**config.mk**
```make
export PLATFORM = sky130hd
export DESIGN_NAME = seg14_scan_driver
export DESIGN_NICKNAME = d
export VERILOG_FILES = /design/src/rtl/seg14_scan_driver_pkg.sv /design/src/rtl/seg14_frame_buf.sv /design/src/rtl/seg14_scan_driver.sv
export SDC_FILE = /design/constraint.sdc
export NUM_CORES = 1
export LEC_CHECK = 0
export ABC_AREA = 1
export CAP_MARGIN = 20
export CORE_MARGIN = 1.5
export CORE_UTILIZATION = 40
export DETAILED_ROUTE_END_ITERATION = 16
export HOLD_SLACK_MARGIN = 0.03
export PLACE_DENSITY = 0.67
export SLEW_MARGIN = 10
export SYNTH_ARGS = -nofsm -noshare
export SYNTH_HDL_FRONTEND = slang
export SYNTH_SLANG_ARGS = --single-unit
```
**constraint.sdc**
```tcl
create_clock -name clk -period 7.3 [get_ports clk]
set_clock_uncertainty 0.15 [all_clocks]
set_input_delay 1.825 -clock clk [delete_from_list [all_inputs] [get_ports clk]]
set_output_delay 1.825 -clock clk [all_outputs]
set_load 0.005 [all_outputs]
```
**src/rtl/seg14_scan_driver_pkg.sv**
```systemverilog
// Shared definitions for the 14-segment scan driver: default sizes, FSM states
// and a small set of glyph codes (bit order a,b,c,d,e,f,g1,g2,h,i,j,k,l,m).
package seg14_scan_driver_pkg;

    localparam int SEG14_DIGITS = 12;
    localparam int SEG14_SEGS   = 14;

    typedef enum logic [1:0] {
        S_IDLE  = 2'd0,
        S_BLANK = 2'd1,
        S_SHOW  = 2'd2
    } state_e;

    localparam logic [13:0] GLYPH_SPACE = 14'h0000;
    localparam logic [13:0] GLYPH_0     = 14'h0C3F;
    localparam logic [13:0] GLYPH_1     = 14'h0006;
    localparam logic [13:0] GLYPH_2     = 14'h00DB;
    localparam logic [13:0] GLYPH_3     = 14'h008F;
    localparam logic [13:0] GLYPH_A     = 14'h00F7;
    localparam logic [13:0] GLYPH_E     = 14'h00F9;
    localparam logic [13:0] GLYPH_H     = 14'h00F6;
    localparam logic [13:0] GLYPH_L     = 14'h0038;
    localparam logic [13:0] GLYPH_O     = 14'h003F;

endpackage

```
**src/rtl/seg14_frame_buf.sv**
```systemverilog
// Tear-free digit store: the sequencer writes the shadow copy, and the whole
// shadow is copied into the scanned (active) copy in one edge at frame end.
module seg14_frame_buf
    import seg14_scan_driver_pkg::*;
#(
    parameter int DIGITS = SEG14_DIGITS,
    parameter int SEGS   = SEG14_SEGS,
    parameter int IDX_W  = (DIGITS > 1) ? $clog2(DIGITS) : 1
) (
    input  logic              clk,
    input  logic              rst_n,
    input  logic [DIGITS-1:0] in_sel_i,
    input  logic [SEGS-1:0]   in_segm_i,
    input  logic              in_valid_i,
    input  logic              swap_i,
    input  logic [IDX_W-1:0]  rd_idx_i,
    output logic [SEGS-1:0]   rd_segm_o,
    output logic              sel_err_o
);

    logic [SEGS-1:0]   shadow_q [DIGITS];
    logic [SEGS-1:0]   active_q [DIGITS];
    logic              sel_err_q;
    logic              oneHot;
    logic              multiHot;
    logic [DIGITS-1:0] wrEn;

    // A select with exactly one bit set has no bits left after clearing its lowest one.
    always_comb begin
        oneHot   = (in_sel_i != '0) && ((in_sel_i & (in_sel_i - DIGITS'(1))) == '0);
        multiHot = in_valid_i && (in_sel_i != '0) && !oneHot;
        wrEn     = (in_valid_i && oneHot) ? in_sel_i : '0;
    end

    always_ff @(posedge clk) begin
        if (!rst_n) begin
            for (int i = 0; i < DIGITS; i++) begin
                shadow_q[i] <= '0;
                active_q[i] <= '0;
            end
            sel_err_q <= 1'b0;
        end else begin
            for (int i = 0; i < DIGITS; i++) begin
                if (wrEn[i]) begin
                    shadow_q[i] <= in_segm_i;
                end
                // A write landing on the swap edge must not be lost from the active copy.
                if (swap_i) begin
                    active_q[i] <= wrEn[i] ? in_segm_i : shadow_q[i];
                end
            end
            sel_err_q <= multiHot;
        end
    end

    assign rd_segm_o = active_q[rd_idx_i];
    assign sel_err_o = sel_err_q;

endmodule

```
**src/rtl/seg14_scan_driver.sv**
```systemverilog
// Multiplexed 14-segment scan driver: blank, then show each digit in turn with
// PWM dimming; every pad-facing output comes straight from a register.
module seg14_scan_driver
    import seg14_scan_driver_pkg::*;
#(
    parameter int DIGITS      = SEG14_DIGITS,
    parameter int SEGS        = SEG14_SEGS,
    parameter int DWELL_W     = 16,
    parameter int DWELL_CYC   = 50000,
    parameter int BLANK_CYC   = 500,
    parameter int PWM_W       = 4,
    parameter int COM_ACT_LOW = 0,
    parameter int SEG_ACT_LOW = 0
) (
`ifdef USE_POWER_PINS
    inout  wire               vdd,
    inout  wire               vss,
`endif
    input  logic              clk,
    input  logic              rst_n,
    input  logic [DIGITS-1:0] in_sel,
    input  logic [SEGS-1:0]   in_segm,
    input  logic              in_valid,
    input  logic              en,
    input  logic [PWM_W-1:0]  brightness,
    output logic [DIGITS-1:0] dig_out,
    output logic [SEGS-1:0]   seg_out,
    output logic              frame_done,
    output logic              sel_err
);

    localparam int IDX_W = (DIGITS > 1) ? $clog2(DIGITS) : 1;
    localparam logic [DIGITS-1:0] DIG_OFF = (COM_ACT_LOW != 0) ? {DIGITS{1'b1}} : {DIGITS{1'b0}};
    localparam logic [SEGS-1:0]   SEG_OFF = (SEG_ACT_LOW != 0) ? {SEGS{1'b1}} : {SEGS{1'b0}};
    localparam logic [DWELL_W-1:0] DWELL_LAST = DWELL_W'(DWELL_CYC - 1);
    localparam logic [DWELL_W-1:0] BLANK_LAST = DWELL_W'(BLANK_CYC - 1);
    localparam logic [IDX_W-1:0]   IDX_LAST   = IDX_W'(DIGITS - 1);

    state_e             state_q, state_d;
    logic [IDX_W-1:0]   idx_q, idx_d;
    logic [DWELL_W-1:0] dwell_q, dwell_d;
    logic [PWM_W-1:0]   pwm_q;
    logic [DIGITS-1:0]  dig_q, dig_d;
    logic [SEGS-1:0]    seg_q, seg_d;
    logic               frameDone_q;
    logic               endFrame;
    logic               showing;
    logic               pwmOn;
    logic [SEGS-1:0]    activeSegm;

    seg14_frame_buf #(
        .DIGITS (DIGITS),
        .SEGS   (SEGS),
        .IDX_W  (IDX_W)
    ) u_frameBuf (
        .clk        (clk),
        .rst_n      (rst_n),
        .in_sel_i   (in_sel),
        .in_segm_i  (in_segm),
        .in_valid_i (in_valid),
        .swap_i     (endFrame),
        .rd_idx_i   (idx_q),
        .rd_segm_o  (activeSegm),
        .sel_err_o  (sel_err)
    );

    always_comb begin
        state_d  = state_q;
        idx_d    = idx_q;
        dwell_d  = dwell_q;
        endFrame = 1'b0;
        showing  = 1'b0;
        if (!en) begin
            state_d = S_IDLE;
            idx_d   = '0;
            dwell_d = '0;
        end else begin
            unique case (state_q)
                S_IDLE: begin
                    state_d = S_BLANK;
                    idx_d   = '0;
                    dwell_d = '0;
                end
                S_BLANK: begin
                    if (dwell_q == BLANK_LAST) begin
                        state_d = S_SHOW;
                        dwell_d = '0;
                    end else begin
                        dwell_d = dwell_q + DWELL_W'(1);
                    end
                end
                S_SHOW: begin
                    showing = 1'b1;
                    if (dwell_q == DWELL_LAST) begin
                        state_d = S_BLANK;
                        dwell_d = '0;
                        if (idx_q == IDX_LAST) begin
                            idx_d    = '0;
                            endFrame = 1'b1;
                        end else begin
                            idx_d = idx_q + IDX_W'(1);
                        end
                    end else begin
                        dwell_d = dwell_q + DWELL_W'(1);
                    end
                end
                default: begin
                    state_d = S_IDLE;
                    idx_d   = '0;
                    dwell_d = '0;
                end
            endcase
        end
    end

    // Full-scale brightness bypasses the compare so the segments never flicker off.
    always_comb begin
        pwmOn = (pwm_q < brightness) || (&brightness);
        dig_d = showing ? (DIGITS'(1) << idx_q) : '0;
        seg_d = (showing && pwmOn) ? activeSegm : '0;
    end

    always_ff @(posedge clk) begin
        if (!rst_n) begin
            state_q     <= S_IDLE;
            idx_q       <= '0;
            dwell_q     <= '0;
            pwm_q       <= '0;
            dig_q       <= DIG_OFF;
            seg_q       <= SEG_OFF;
            frameDone_q <= 1'b0;
        end else begin
            state_q     <= state_d;
            idx_q       <= idx_d;
            dwell_q     <= dwell_d;
            pwm_q       <= pwm_q + PWM_W'(1);
            dig_q       <= dig_d ^ DIG_OFF;
            seg_q       <= seg_d ^ SEG_OFF;
            frameDone_q <= endFrame;
        end
    end

    assign dig_out    = dig_q;
    assign seg_out    = seg_q;
    assign frame_done = frameDone_q;

endmodule
```
-- Word-level counts from Yosys, hierarchy flattened
Memory sizes are Yosys's and may differ from the RTL's. A register that Yosys moved wholly into a read port is not among the register bits.
Cells that the tools add are included.
- output and inout bits: 28
- memory bits (writable): 336
- memories: 2
- flip-flop bits (word level): 40
- input bits: 34
- memories (memory ; words ; bits a word ; rd ports ; clocked after Yosys merged registers in ; wr ports ; RTL line ; source):
    u_frameBuf.active_q ; 12 ; 14 ; 1 ; 1 ; 12 ; seg14_frame_buf.sv:22 ; logic [SEGS-1:0] active_q [DIGITS];
    u_frameBuf.shadow_q ; 12 ; 14 ; 12 ; 0 ; 12 ; seg14_frame_buf.sv:21 ; logic [SEGS-1:0] shadow_q [DIGITS];
- $lt $le $gt $ge: 1
- eq/ne operators: 7
- add/subtract/negate cells: 4
- reduce and logical (&&, ||, !) cells: 17
- shift-type cells: 1
- muxes and demuxes: 92
- bitwise logic cells: 26
- operators by type and width (operator ; count):
    two-way mux 14 bit ; 36
    two-way mux 1 bit ; 46
    two-way mux 16 bit ; 2
    one-hot mux 16 bit (2 select lines) ; 1
    OR 1 bit ; 24
    adder 16 x 1 -> 16 bit (second input constant) ; 1
    equality test 16 bit (second input constant) ; 1
    equality test 16 x 9 -> 1 bit (second input constant) ; 1
    AND 12 bit ; 1
    zero test 12 bit ; 1
    two-way mux 12 bit ; 1
    nonzero test 12 bit ; 1
    << shifter 1 x 4 -> 12 bit (first input constant) ; 1
    subtractor 12 x 1 -> 12 bit (second input constant) ; 1
    AND reduction 2 bit ; 5
    adder 4 x 1 -> 4 bit (second input constant) ; 2
    two-way mux 4 bit ; 2
    one-hot mux 4 bit (2 select lines) ; 1
    one-hot mux 2 bit (3 select lines) ; 1
    logical AND 1 bit ; 5
    equality test 4 bit (second input constant) ; 1
    < comparator 4 bit ; 1
    two-way mux 2 bit ; 2
    inequality test 2 bit (second input constant) ; 2
    7 further kinds ; 8

-- Depth between registers and ports, before layout
Gate-level depths: netlist of run 1.
- word-level depth: 10
- depth in mapped cells: 14
- depth with buffers taken out: 12

-- Hierarchy
From an unflattened synthesis of run 1, not the netlist that was laid out.
- cell total of the unflattened synthesis: 1806
- area total of the unflattened synthesis: 18286.3 um^2
- modules (own cells, without submodules) (module ; cells an instance ; seq. area each (um^2) ; instances ; area each (um^2)):
    seg14_frame_buf ; 1517 ; 10109.7 ; 1 ; 15970.3
    seg14_scan_driver ; 289 ; 1061.0 ; 1 ; 2316.0

-- Worst setup path after synthesis of run 1
Ideal clock, no wire load.
- kind: in2reg
- start: input rst_n
- end: memory u_frameBuf.active_q[0][0] (netlist bit), enable pin
- data arrival time: 5.452 ns
- buffers on the path: 3
- cell stages on the path: 4
- required time: 5.770 ns
- slack: 0.318 ns
- setup time: 1.380 ns
- cell sequence: clkbuf_1 buf_1 clkbuf_1 nand2_1
- RTL lines (element ; RTL line ; source):
    from (decl) ; seg14_scan_driver.sv:20 ; input logic rst_n,
    to (decl) ; seg14_frame_buf.sv:22 ;

==> impl_metrics.json, run 1 <==
{
  "hpwl_um": 29870,
  "synth-edff-count": 336,
  "top_layer": "met4",
  "syn2layout_area_growth_pct": 12.89,
  "synth_compound_area_share_pct": 7.373,
  "ant_nets": 0,
  "reg2reg_from": "idx_q[3]",
  "cts_sinks": 390,
  "avgViaCountPerCell": 5.308,
  "syn_area_um2": 17970,
  "antenna_cells": 0,
  "peakVddDrop_mv": 0.1872,
  "tightest_slew_ps": 973.4,
  "critical_path_required_ps": 7450,
  "power_density_nw_per_um2": 244.2,
  "synth_xor_area_share_pct": 0.5848,
  "first_pass_iters": 5,
  "crit_slowest_cell": "clkdlybuf4s50_1",
  "grt_pass1_vias": 13000,
  "setup_viol": 0,
  "grt-ovfl-total": 0,
  "rrSetupSlack_ps": 3450,
  "root_buffer": "clkbuf_16",
  "drive_gt1_share_pct": 6.090,
  "final_cell_mix": "nor2_1 (477), nand2_1 (351), edfxtp_1 (336)",
  "arrival_ps": 5360,
  "rsz0062_at_grt": "false",
  "cts_buffers": 41,
  "insertion_delay_ps": 550,
  "ctsResizeCount": 0,
  "drv_cap": 0,
  "cts_max_level": 2,
  "cp.buffers_inverters": 3,
  "synthFlopType": "edfxtp_1",
  "tns_ps": 0,
  "total_leakage_power_nw": 8.160,
  "synthSimpleGateAreaFrac_pct": 21.57,
  "drc": 0,
  "max_stage_delay_ps": 780,
  "crit_start": "in_sel[6]",
  "wire_per_inst_um": 18.82,
  "final_cells": 2546,
  "syn_nets": 1969,
  "ys_seq_elements": 390,
  "outcome": "finished clean",
  "port_buffers": 61,
  "grt_pass1_wl_um": 74170,
  "cts.reportedPaths.clkPinSlew_ps": 60,
  "critPathKind": "in2reg",
  "dp_cells": 2469,
  "hold_path_class": "reg2reg",
  "die_w_um": 215.0,
  "postCtsHoldBufs": 0,
  "worstSetupStartpointType": "primary input",
  "met2_length_um": 22280,
  "num-fill-cells": 4156,
  "cts_tree": "yes",
  "netlist_instances": 1921,
  "grt_usage_pct": 20.51,
  "max_clock_freq_ghz": 0.1920,
  "wl_met1_um": 19730,
  "synth_top_family_by_area": "simple AND/OR/NAND/NOR gates",
  "synth_seq_area_share_pct": 62.16,
  "design.portCount": 62,
  "slew_violations": 0,
  "crit_chain": "clkdlybuf4s50_1 -> nor2_1 -> nand2_1 -> o21bai_1 -> nand2_1 -> nor2_4 -> nand4_2 -> nand2_1 -> buf_16 -> nand2_1 -> nand2_1 -> inv_1",
  "min-delay-start": "dwell_q[0]",
  "dieArea_um2": 46210,
  "path_depth": 12,
  "critPathMostFrequentCell": "nand2_1",
  "synth_cell_types": 36,
  "end_kind": "flop",
  "hold_viol_final": 0,
  "crit_family": "simple AND/OR/NAND/NOR gates",
  "cp_max_fo": 21,
  "synthArstFlopShare_pct": 0,
  "fin_nets": 1969,
  "endpoint": "u_frameBuf.active_q[11][1]",
  "rows": 77,
  "core_um2": 44320,
  "wl_met3_um": 4278,
  "start_util_pct": 40.55,
  "antenna_found_initial": 0,
  "die_h_um": 215.0,
  "rr_endpoint": "u_frameBuf.active_q[9][13]",
  "syn_avg_cell_area_um2": 9.356,
  "post-route-period-util_pct": 71.36,
  "synthMuxAreaShare_pct": 0,
  "ys.warnings.count": 0,
  "postRouteWirelength_um": 47910,
  "min_period_ps": 5209,
  "r2r_cells": 8,
  "maxSlewHeadroom_pct": 34.95,
  "post_cts_buffers": 0,
  "grt_max_degree": 124,
  "layout_commonest_cell": "nor2_1",
  "clk_path_buf_depth": 3,
  "drt_iter0_drc": 1565,
  "gp_congestion": 0.8823,
  "vias": 13510,
  "synth_fa_ha_area_share_pct": 0.9747
}
[report_power, final]
part	leakage, nW	total (mW)	internal [mW]	switching [mW]
Sequential	3.65	2.56	2.52	0.0353
Combinational	3.84	0.268	0.0724	0.196
Clock	0.671	2.13	1.27	0.859
[final cells by class]
cell class	instances	area, um2	share of cell area (%)
clock buffers	66	1235	6.087
well taps	592	740.7	3.651
flip-flops and latches	390	11170	55.07
repair buffers	86	830.8	4.095
multi-input cells	1220	5497	27.09
inverters	182	683.2	3.367
clock inverters	10	130.1	0.6414
[metal layers]
| metal | vias to the layer above | global-route usage (%) |
|---|---|---|
| met5 | - | 0 |
| met4 | 0 | 7.366 |
| met3 | 109 | 3.255 |
| met2 | 682 | 33.15 |
| met1 | 6434 | 28.01 |
| li1 | 6288 | - |
[kinds of logic after synthesis]
kind of cell	count (synthesis)
AND/OR/NAND/NOR	946
flip-flops	390
buffers and inverters	311
AO/OA/AOI/OAI	248
adder cells (fa/ha/maj)	14
XOR/XNOR	12
[cell usage after synthesis (3+ instances only)]
cell,n,area share [%]
nand3_1,67,1.9
a21oi_1,52,1.4
nand4_2,7,0.49
xnor2_1,3,0.15
ha_1,14,0.97
nor2_4,4,0.25
nor3_1,20,0.56
inv_1,171,3.6
o21ai_1,45,1.3
nand4_1,7,0.24
a211oi_1,3,0.13
buf_4,4,0.17
nand2_1,352,7.4
buf_1,6,0.13
xor2_1,9,0.44
o22ai_1,35,1.2
edfxtp_1,336,56
buf_2,26,0.72
dfxtp_1,54,6.0
clkbuf_1,79,1.6
buf_6,14,0.88
nor2_1,478,10
o21ai_0,100,2.8
nand4_4,5,0.59
inv_2,10,0.21
o21bai_1,8,0.33
[registers in the layout, indices dropped and copies added, names as in the netlist]
name                  cells
seg_out                  14
dig_out                  12
u_frameBuf.sel_err_o      1
u_frameBuf.shadow_q     168
pwm_q                     4
frame_done                1
idx_q                     4
dwell_q                  16
state_q                   2
u_frameBuf.active_q     168
[worst min path at each step]
stage | to | slack [ps] | cells past startpoint
floorplan | dwell_q[0] | 270 | 1
global placement | dwell_q[0] | 280 | 1
detailed placement | dwell_q[0] | 290 | 1
CTS | dwell_q[0] | 300 | 1
global route | dwell_q[0] | 340 | 1
finish | dwell_q[0] | 290 | 1
[stage by stage]
stage          utilization [%]  setup slack [ps]  hold slack [ps]  cell area [um2]  power [mW]
3_3_place_gp             42.64              1487            279.3            18900       2.862
6_report                 45.78              2091            293.4            20290       4.954
5_1_grt                  45.78              1838            337.5            20290       5.082
4_1_cts                  45.72              1843            299.1            20260       4.963
2_1_floorplan                -             318.3            267.3            17970       2.757
3_5_place_dp             42.64              1277            286.5            18900       2.869
Note: power is estimated with default switching activity, not from simulation.
==> inputs of run 2 (changes only) <==
clock period = 4.5 ns   (was 7.3 ns; I/O delays follow)
==> run 2 against run 1 <==
Against the previous run:
- sequential share of layout area shrank 0.77 points
- highest routed layer unchanged
- critical path depth grew 2
- sequential cell count is the same
- wire length shrank 3.4%
- global-route usage shrank 0.58 points
- critical path type unchanged
- count of clock-buffer cells in the layout shrank 9
- clock power grew 60%
==> impl_metrics.json, run 2 (synthesis results as in run 1) <==
{
  "outcome": "finished clean",
  "core_um2": 44320,
  "end_kind": "flop",
  "ctsResizeCount": 0,
  "die_w_um": 215.0,
  "fin_nets": 2006,
  "crit_slowest_cell": "clkdlybuf4s50_1",
  "post_cts_buffers": 0,
  "holdWs_ps": 300.8,
  "tns_ps": 0,
  "drv_cap": 0,
  "grt_usage_pct": 19.93,
  "cts_sinks": 390,
  "grt_max_degree": 89,
  "die_h_um": 215.0,
  "tightest_slew_ps": 823.6,
  "peakVddDrop_mv": 0.2537,
  "slew_violations": 0,
  "post-route-period-util_pct": 80.26,
  "design_area_um2": 20580,
  "max_clock_freq_ghz": 0.2769,
  "cp_max_fo": 28,
  "grt_pass1_vias": 13030,
  "hold_path_class": "reg2reg",
  "rsz0062_at_grt": "false",
  "grt_pass1_wl_um": 72200,
  "crit_chain": "clkdlybuf4s50_1 -> nor2_4 -> nand2_1 -> nor2_1 -> nand2_1 -> nand2_1 -> nand2_1 -> nor2_4 -> nand4_2 -> nand2_1 -> buf_4 -> nand2_1 -> nand2_1 -> inv_1",
  "drt_iter0_drc": 1567,
  "critical_path_required_ps": 4650,
  "ant_nets": 0,
  "hold_viol_final": 0,
  "power_density_nw_per_um2": 388.3,
  "worstSetupStartpointType": "primary input",
  "hpwl_um": 29640,
  "wire_per_inst_um": 17.94,
  "antenna_found_initial": 0,
  "placed_cell_area_um2": 19230,
  "critPathKind": "in2reg",
  "insertion_delay_ps": 550,
  "rows": 77,
  "critPathMostFrequentCell": "nand2_1",
  "layout_commonest_cell": "nor2_1",
  "final_cell_mix": "nor2_1 (477), nand2_1 (351), edfxtp_1 (336)",
  "total_leakage_power_nw": 8.316,
  "cts_tree": "yes",
  "postCtsHoldBufs": 0,
  "syn2layout_area_growth_pct": 14.49,
  "drive_gt1_share_pct": 7.545,
  "p_total_mw": 7.990,
  "postRouteWirelength_um": 46290,
  "antenna_cells": 0,
  "drc": 0,
  "num-fill-cells": 4115,
  "cts.reportedPaths.clkPinSlew_ps": 60,
  "grt-ovfl-total": 0,
  "avgViaCountPerCell": 5.213,
  "vias": 13450,
  "start_util_pct": 40.55,
  "reg_top3": "u_frameBuf.active_q: 168 flops, u_frameBuf.shadow_q: 168 flops, dwell_q: 16 flops",
  "min_period_ps": 3612,
  "first_pass_iters": 6,
  "gp_congestion": 0.8836,
  "worst_slack_ps": 888.4,
  "cts_max_level": 2,
  "cts_buffers": 40,
  "max_stage_delay_ps": 540,
  "setup_viol": 0,
  "port_buffers": 61,
  "clk_path_buf_depth": 3,
  "dieArea_um2": 46210,
  "maxSlewHeadroom_pct": 44.92,
  "place_ws_ps": 337.5,
  "root_buffer": "clkbuf_16",
  "arrival_ps": 3760,
  "design.portCount": 62
}
run 2: worst paths after layout:
kind	startpoint	endpoint	slack, ps	cells past startpoint
max	in_sel[0]	u_frameBuf.active_q[11][6]	890	14
min	dwell_q[0]	dwell_q[0]	300	1
max reg2reg	idx_q[1]	u_frameBuf.active_q[4][3]	1540	7
min reg2reg	dwell_q[0]	dwell_q[0]	300	1
run 2: per-layer routing:
layer	wire (um)	global-route usage, %	up-vias
met5	0	0	-
li1	-	-	6373
met2	22150	33.46	604
met1	19030	26.49	6386
met3	3849	2.902	87
met4	1268	6.713	0
run 2: through the flow:
stage          instances  util (%)
2_1_floorplan       1921         -
3_3_place_gp        2507     43.39
3_5_place_dp        2507     43.39
4_1_cts             2579     46.37
5_1_grt             2580     46.43
6_report            2580     46.43
run 2: layout make-up:
cell class                 instances  area, um2  share of cell area [%]
sequential                       390      11170                   54.30
multi-input combinational       1220       5505                   26.76
timing repair buffer             124       1154                   5.607
clock buffer                      57       1099                   5.339
tap                              592      740.7                   3.600
inverter                         182      683.2                   3.320
clock inverter                    15      222.7                   1.082
run 2: power by group:
part           internal, mW  total (mW)  switching (mW)
Combinational         0.133       0.446           0.313
Sequential             4.09        4.14          0.0489
Clock                  2.04        3.40            1.36
run 2: worst max-delay path, delay by kind of cell:
family | cells | cell delay (ps)
buffers and inverters | 3 | 930
and+or+nand+nor | 11 | 1690
==> inputs of run 3 (changes only) <==
PLACE_DENSITY = 0.65   (was 0.67)
clock period = 3.6 ns   (was 4.5 ns; I/O delays follow)
==> run 3 against run 2 <==
Against the previous run:
- sequential power grew 25%
- power increased by 24%
- clock power increased by 23%
- final cell count grew 1.9%
==> impl_metrics.json, run 3 (synthesis results as in run 1) <==
{
  "outcome": "finished clean",
  "grt_pass1_wl_um": 75240,
  "worstSetupStartpointType": "primary input",
  "root_buffer": "clkbuf_16",
  "final_core_util_pct": 47.30,
  "cp_max_fo": 22,
  "maxSlewHeadroom_pct": 31.82,
  "vias": 13700,
  "tns_ps": 0,
  "postCtsHoldBufs": 0,
  "rrSetupSlack_ps": 560,
  "port_buffers": 61,
  "drive_gt1_share_pct": 9.966,
  "fin_nets": 2053,
  "max_clock_freq_ghz": 0.3282,
  "dieArea_um2": 46210,
  "power_density_nw_per_um2": 474.2,
  "post-route-period-util_pct": 84.63,
  "gp_congestion": 0.9033,
  "setup_viol": 0,
  "holdWs_ps": 296.5,
  "final_cell_mix": "nor2_1 (477), nand2_1 (351), edfxtp_1 (336)",
  "arrival_ps": 3210,
  "drc": 0,
  "cts_buffers": 43,
  "reg2reg_from": "dwell_q[0]",
  "die_h_um": 215.0,
  "layout_commonest_cell": "nor2_1",
  "total_leakage_power_nw": 8.542,
  "drv_cap": 0,
  "insertion_delay_ps": 560,
  "wire_per_inst_um": 18.45,
  "ctsResizeCount": 0,
  "tightest_slew_ps": 1023,
  "post_cts_buffers": 0,
  "antenna_found_initial": 0,
  "grt-ovfl-total": 0,
  "postRouteWirelength_um": 48520,
  "grt_usage_pct": 21.07,
  "ant_nets": 0,
  "start_util_pct": 40.55,
  "cts_sinks": 390,
  "hpwl_um": 31840,
  "reg_top3": "u_frameBuf.active_q: 168 flops, u_frameBuf.shadow_q: 168 flops, dwell_q: 16 flops",
  "avgViaCountPerCell": 5.211,
  "cts_max_level": 2,
  "critical_path_required_ps": 3760,
  "end_kind": "flop",
  "grt_pass1_vias": 13380,
  "rsz0062_at_grt": "false",
  "design.portCount": 62,
  "cts.reportedPaths.clkPinSlew_ps": 60,
  "cts_tree": "yes",
  "die_w_um": 215.0,
  "rr_endpoint": "u_frameBuf.active_q[2][3]",
  "drt_iter0_drc": 1492,
  "crit_start": "in_sel[3]",
  "antenna_cells": 0,
  "dp_cells": 2552,
  "min_period_ps": 3047,
  "rows": 77,
  "r2r_cells": 9,
  "endpoint": "u_frameBuf.active_q[6][3]",
  "clk_path_buf_depth": 3,
  "slew_violations": 0,
  "peakVddDrop_mv": 0.3010,
  "hold_viol_final": 0,
  "first_pass_iters": 5,
  "hold_path_class": "reg2reg",
  "grt_max_degree": 169,
  "syn2layout_area_growth_pct": 16.64,
  "critPathKind": "in2reg",
  "core_um2": 44320,
  "final_cells": 2629
}
## run 3: stage by stage
step	worst slack (ps)	power [mW]	area, um2
global placement	42.76	5.849	19650
floorplan	174.4	5.579	17980
detailed placement	0.2047	5.864	19650
finish	553.2	9.941	20960
global route	305.4	10.24	20960
CTS	578.0	9.984	20960
## run 3: per-layer routing
layer	global-route usage, %	vias up	part of all wire (%)
li1	-	6470	-
met1	26.83	6571	41
met2	35.69	542	48
met3	3.737	118	7.3
met4	8.228	0	3.9
met5	0	-	0
## run 3: final cells by class
class                   count  area (um2)
clock inverters            20       130.1
repair buffers            168        1551
clock buffers              57        1180
inverters                 182       683.2
multi-input cells        1220        5505
flip-flops and latches    390       11170
fillers                  4141       23350
well taps                 592       740.7
## run 3: power by group
part	internal, mW	switching (mW)
clock network	2.37	1.79
registers	5.12	0.0683
logic	0.187	0.402
total	7.68	2.26
## run 3: worst max-delay path: stages
cell	delay (ps)
clkdlybuf4s50_1	580
nor2_4	230
nand3_1	120
o21ai_1	140
nand2_1	90
nor2_4	250
buf_4	230
nand4_4	120
buf_4	240
o21ai_0	220
nor2_1	80
## run 3: worst min-delay path by stage
stage,slack (ps),endpoint,start,cells past startpoint
3_5_place_dp,290,dwell_q[0],dwell_q[0],1
5_1_grt,330,dwell_q[0],dwell_q[0],1
6_report,300,dwell_q[0],dwell_q[0],1
4_1_cts,300,dwell_q[0],dwell_q[0],1
3_3_place_gp,280,dwell_q[0],dwell_q[0],1
2_1_floorplan,270,dwell_q[0],dwell_q[0],1
